$ cat src/rtl/ctrl_sequencer.sv
// ctrl_sequencer: multi-cycle control unit for a small accumulator CPU.
// It fetches 9-bit instructions from a ROM with a one-cycle read latency,
// decodes them into ALU, register-file and data-memory controls, keeps the
// program counter and carry flag, and stops in DONE on HALT.
module ctrl_sequencer (
  input  logic       CLK,
  input  logic       Reset,
  input  logic       start,
  input  logic [8:0] inst_in,
  input  logic       branch_en,
  input  logic       sc_out,
  input  logic       zero,
  output logic [7:0] inst_addr,
  output logic [3:0] alu_op,
  output logic       reg_exe,
  output logic       imm_exe,
  output logic       reg_to_acc,
  output logic       acc_to_reg,
  output logic       sc_in,
  output logic [7:0] imm_out,
  output logic [3:0] reg_sel,
  output logic       acc_we,
  output logic       reg_we,
  output logic       mem_re,
  output logic       mem_we,
  output logic       done
);

  typedef enum logic [2:0] {
    S_IDLE,
    S_FETCH,
    S_EXEC,
    S_MEM,
    S_DONE
  } state_t;

  typedef enum logic [3:0] {
    OP_ADD    = 4'd0,
    OP_SUB    = 4'd1,
    OP_BEQ    = 4'd2,
    OP_SL     = 4'd3,
    OP_SR     = 4'd4,
    OP_LW     = 4'd5,
    OP_SW     = 4'd6,
    OP_MOV    = 4'd7,
    OP_ASSIGN = 4'd8,
    OP_BGE    = 4'd9,
    OP_BNE    = 4'd10,
    OP_AND    = 4'd11,
    OP_OR     = 4'd12,
    OP_NOP    = 4'd13,
    OP_JMP    = 4'd14,
    OP_HALT   = 4'd15
  } opcode_t;

  state_t     r_state;
  state_t     w_next_state;
  logic [7:0] r_pc;
  logic [7:0] w_next_pc;
  logic       r_carry;
  logic       w_next_carry;

  opcode_t    w_op;
  logic       w_mode_reg;
  logic [7:0] w_jmp_ofs;
  logic       w_unused_zero;

  // The zero flag is only consumed by the ALU's own branch_en logic.
  assign w_unused_zero = zero;

  assign w_op       = opcode_t'(inst_in[8:5]);
  assign w_mode_reg = inst_in[4];
  // JMP offset is a signed 5-bit field; 8-bit wrap gives modulo-256 PC math.
  assign w_jmp_ofs  = {{3{inst_in[4]}}, inst_in[4:0]};
  assign inst_addr  = r_pc;

  // State, program counter and carry flag registers.
  always_ff @(posedge CLK or posedge Reset) begin
    if (Reset) begin
      r_state <= S_IDLE;
      r_pc    <= 8'd0;
      r_carry <= 1'b0;
    end else begin
      // NOTE: non-blocking assignments so every register samples the values
      // from before this edge, independent of statement order.
      r_state <= w_next_state;
      r_pc    <= w_next_pc;
      r_carry <= w_next_carry;
    end
  end

  // Next-state, next-PC and carry-load logic.
  always_comb begin
    // NOTE: every signal gets its hold value first so no path leaves one
    // unassigned, which would otherwise infer a latch.
    w_next_state = r_state;
    w_next_pc    = r_pc;
    w_next_carry = r_carry;

    unique case (r_state)
      S_IDLE: begin
        if (start) begin
          w_next_state = S_FETCH;
          w_next_pc    = 8'd0;
        end
      end

      S_FETCH: begin
        w_next_state = S_EXEC;
      end

      S_EXEC: begin
        w_next_state = S_FETCH;
        case (w_op)
          OP_LW: begin
            // PC advances in MEM, once the load has completed.
            w_next_state = S_MEM;
          end
          OP_HALT: begin
            w_next_state = S_DONE;
          end
          OP_BEQ, OP_BGE, OP_BNE: begin
            w_next_pc = r_pc + (branch_en ? 8'd2 : 8'd1);
          end
          OP_JMP: begin
            w_next_pc = r_pc + w_jmp_ofs;
          end
          default: begin
            w_next_pc = r_pc + 8'd1;
          end
        endcase

        if (w_op == OP_ADD || w_op == OP_SUB || w_op == OP_SL || w_op == OP_SR) begin
          w_next_carry = sc_out;
        end
      end

      S_MEM: begin
        w_next_state = S_FETCH;
        w_next_pc    = r_pc + 8'd1;
      end

      S_DONE: begin
        if (start) begin
          w_next_state = S_FETCH;
          w_next_pc    = 8'd0;
        end
      end

      default: begin
        w_next_state = S_IDLE;
      end
    endcase
  end

  // Control decode: active only while the fetched word is valid (EXEC/MEM).
  always_comb begin
    alu_op     = 4'd0;
    reg_exe    = 1'b0;
    imm_exe    = 1'b0;
    reg_to_acc = 1'b0;
    acc_to_reg = 1'b0;
    sc_in      = 1'b0;
    imm_out    = 8'd0;
    reg_sel    = 4'd0;
    acc_we     = 1'b0;
    reg_we     = 1'b0;
    mem_re     = 1'b0;
    mem_we     = 1'b0;
    // done rises as soon as HALT is decoded and holds through DONE.
    done       = (r_state == S_DONE) || (r_state == S_EXEC && w_op == OP_HALT);

    if (r_state == S_EXEC || r_state == S_MEM) begin
      alu_op  = inst_in[8:5];
      reg_exe = w_mode_reg;
      imm_exe = ~w_mode_reg;
      imm_out = {4'b0000, inst_in[3:0]};
      reg_sel = inst_in[3:0];
      sc_in   = r_carry;
    end

    if (r_state == S_EXEC) begin
      case (w_op)
        OP_ADD, OP_SUB, OP_SL, OP_SR, OP_AND, OP_OR, OP_ASSIGN: begin
          acc_we = 1'b1;
        end
        OP_MOV: begin
          if (w_mode_reg) begin
            reg_to_acc = 1'b1;
            acc_we     = 1'b1;
          end else begin
            acc_to_reg = 1'b1;
            reg_we     = 1'b1;
          end
        end
        OP_SW: begin
          mem_we = 1'b1;
        end
        OP_LW: begin
          mem_re = 1'b1;
        end
        default: begin
        end
      endcase
    end

    if (r_state == S_MEM) begin
      // Second LW cycle: read data is on the bus, write it to the accumulator.
      mem_re = 1'b1;
      acc_we = 1'b1;
    end
  end

endmodule

$ cat config.mk
export PLATFORM = sky130hd
export DESIGN_NAME = ctrl_sequencer
export DESIGN_NICKNAME = d
export VERILOG_FILES = /design/src/rtl/ctrl_sequencer.sv
export SDC_FILE = /design/constraint.sdc
export NUM_CORES = 1
export LEC_CHECK = 0
export BUFFER_PORTS_ARGS = -buffer_cell sky130_fd_sc_hd__buf_2
export CELL_PAD_IN_SITES_DETAIL_PLACEMENT = 2
export CELL_PAD_IN_SITES_GLOBAL_PLACEMENT = 2
export CORE_ASPECT_RATIO = 1.25
export CORE_MARGIN = 2
export CORE_UTILIZATION = 29
export DETAILED_ROUTE_END_ITERATION = 10
export HOLD_SLACK_MARGIN = 0.08
export PLACE_DENSITY_LB_ADDON = 0.08
export SKIP_LAST_GASP = 1
export SYNTH_ARGS = -nofsm -noshare
export SYNTH_HDL_FRONTEND = slang
export SYNTH_SLANG_ARGS = --single-unit
$ cat constraint.sdc
create_clock -name CLK -period 2.61 [get_ports CLK]
set_input_delay 0.6525 -clock CLK [delete_from_list [all_inputs] [get_ports CLK]]
set_output_delay 0.6525 -clock CLK [all_outputs]
set_load 0.1 [all_outputs]
==> impl_metrics.csv <==
group,metric,value,unit
critical_path,ff2ff_path_depth,6,
global_routing,grt_antenna_before_repair,0,
place,routabilityCongestion,0.7725,
synth,synth_xor_area_share,2.714,%
min_path,hold_class,"in2async",
floorplanning,ios,49,
global_routing,grt.overflow.total,0,
timing,rsz0062_at_grt,"yes",
critical_path,crit_buf_inv,1,
clock_tree,cts_tree,"done",
timing,min_period,2.639,ns
synth,yosys_most_used_dff,"dfrtp_1",
detailed_routing,drt_iter0_drc,27,
detailed_routing,drc,0,
critical_path,cp-end-kind,"flop",
global_routing,groute.usage.overall,21.09,%
floorplanning,dieArea,5677,um2
cells_and_area,drive_above_1_share,48.55,%
timing,hold_viol,0,
clock_tree,cts_buffers,3,
synth,ys_seq_area_share,20.36,%
critical_path,path_cells,"buf_6, nand4b_4, o21a_1, ha_2, fa_2, a21o_4, a2111oi_4, a21oi_1, or4b_1, nand3_1",
synth,synthDominantCellAreaShare,20.36,%
clock_tree,insertion_delay,0.24,ns
detailed_routing,routedWlPerCell,19.39,um
critical_path,worstSetupPathType,"in2reg",
detailed_routing,routed_wl,5875,um
clock_tree,clock-sinks,12,
critical_path,r2r-start,"inst_addr[1]",
timing,post-route-period-util,101.1,%
synth,synth.cell_area,1475,um2
synth,synth-compound-area-share,25.95,%
critical_path,critPathMaxStageDelay,0.48,ns
timing,setup_tns,-0.02934,ns
critical_path,crit_path_start_kind,"input port",
power,powerDensity,1100,nW/um2
power,power.leakage,1.002,nW
detailed_routing,drtAntennaViolNets,0,
floorplanning,initial_core_util,29.46,%
timing,fmax,378.9,MHz
critical_path,slowest_stage,"or4b_1",
timing,tightest_slew,0.5831,ns
global_routing,first_global_vias,1829,
critical_path,critical_path.max_fanout,3,
timing,setup_ws,-0.02934,ns
place,dp_hpwl,4476,um
detailed_routing,viasPerCell,5.330,
synth,ys_top_cells_by_area,"dfrtp_1, and2_1, buf_4",
cells_and_area,area_growth,48.52,%
outcome,outcome,"finished, violations left",
clock_tree,clk_pin_slew,0.06,ns
floorplanning,core,5007,um2
critical_path,arrival,2.82,ns
run,maxCapViolCount,0,
synth,synth-simple-area-share,31.47,%
cells_and_area,antennaDiodeCount,0,
timing,finalSetupViolations,1,
critical_path,required,2.79,ns
global_routing,grt_pass1_wl,9204,um
cells_and_area,final_common_cell,"buf_2",
detailed_routing,vias,1615,
clock_tree,h-tree-depth,1,
cells_and_area,final_util,43.75,%
synth,ys_seq_elements,12,
clock_tree,cts_root_buffer,"clkbuf_8",
critical_path,r2r-end,"inst_addr[6]",
timing,final_max_slew_viol_count,0,
cells_and_area,finalNetCount,263,
power,vdd_drop_max,0.0005252,V
synth,synth_mux_area_share,2.799,%
place,io_buffers,43,
cells_and_area,final_cell_mix,"buf_2, buf_4, dfrtp_1, a21oi_1, nor2_1",
floorplanning,die_x,67.79,um
critical_path,crit_family,"compound AO/OA/AOI/OAI gates",
detailed_routing,first_pass_iters,4,
floorplanning,num_rows,29,
clock_tree,clock_path_buffers,2,
critical_path,rrSetupSlack,0.43,ns
synth,async_flop_share,100.0,%
outcome,violations,"negative setup slack",
synth,synth_top_family_by_area,"simple AND/OR/NAND/NOR gates",
synth,yosysWarnings,0,
floorplanning,die_y,83.74,um
timing,finalHoldWorstSlack,0.4474,ns
global_routing,grt_start_max_net_pins,15,
synth,synth.avg_cell_area,8.241,um2
timing,max_slew_margin,60.87,%
synth,yosysUniqueCellTypes,52,
synth,syn_inst,179,
synth,synth_top_area_cell,"dfrtp_1",
synth,synthAdderAreaFrac,5.598,%
cells_and_area,n_fill_cell,564,
timing,clock_skew,0.002464,ns
synth,synth_enable_flop_cells,0,
[logic make-up (layout without fill, tap and decap cells)]
logic type	Yosys count	count (layout)
DFF	12	12
buffers and inverters	22	81
muxes	4	4
other	1	4
and+or+nand+nor	79	79
AOI/OAI and AO/OA	52	52
adders and majority gates	6	6
xor gates and xnor gates	3	3
[area by class of cell]
cell class,count,area [um2],share of cell area [%]
multi-input combinational,148,1187,54.20
timing repair buffer,72,551.8,25.19
sequential,12,300.3,13.71
tap,62,77.57,3.541
clock buffer,4,55.05,2.513
inverter,5,18.77,0.8567
[flip-flops by register name, indices dropped and copies added (netlist names)]
| register | cells |
|---|---|
| inst_addr | 8 |
| r_state | 3 |
| r_carry | 1 |
[power by group]
part           switching [mW]  total (mW)  internal [mW]
Clock                  0.0795       0.213          0.134
Sequential              0.133       0.397          0.264
Combinational            1.29        1.80          0.513
Total                    1.50        2.41          0.910
[metrics by stage]
stage,setup WS [ns],cells,power [mW],area (um2)
after floorplan,-0.6035,182,1.723,1589
after detailed placement,-0.3939,295,2.102,2002
after CTS,-0.01841,303,2.411,2157
final,-0.02934,303,2.409,2191
after global routing,-0.1336,303,2.554,2191
after global placement,-0.2842,295,2.028,2002
[Yosys cell counts (3+ instances only)]
| library cell | count |
|---|---|
| nor2_1 | 14 |
| nand2_1 | 13 |
| a21oi_1 | 12 |
| and2_1 | 12 |
| dfrtp_1 | 12 |
| buf_4 | 10 |
| o21ai_0 | 8 |
| nand3_1 | 7 |
| nor3_1 | 6 |
| buf_6 | 5 |
| ha_1 | 5 |
| inv_1 | 5 |
| nand2b_1 | 5 |
| nor2b_1 | 5 |
| a2111oi_0 | 4 |
| a211oi_1 | 3 |
| mux2i_1 | 3 |
| or4b_1 | 3 |
[how the worst max path moves through the flow]
stage,slack (ns),start,cells past startpoint,end
floorplan,-0.60,inst_in[7],5,reg_we
global placement,-0.28,inst_in[5],10,inst_addr[6]
detailed placement,-0.39,inst_in[5],10,inst_addr[7]
CTS,-0.02,inst_in[5],11,inst_addr[7]
global route,-0.13,inst_in[5],10,inst_addr[6]
finish,-0.03,inst_in[5],10,inst_addr[6]
[layer usage]
layer / part of all wire (%) / vias up / track usage [%]
li1: - / 770 / -
met1: 41 / 821 / 25.38
met2: 57 / 22 / 39.48
met3: 2.0 / 2 / 1.350
met4: 0.39 / 0 / 4.545
met5: 0 / - / 0
[what timing repair did]
action	CTS	global route
pin swaps	9	5
setup endpoints to repair	5	4
hold buffers	0	0
gates resized for setup	16	11
buffers inserted	4	1
Power figures use the tool's default switching activity.
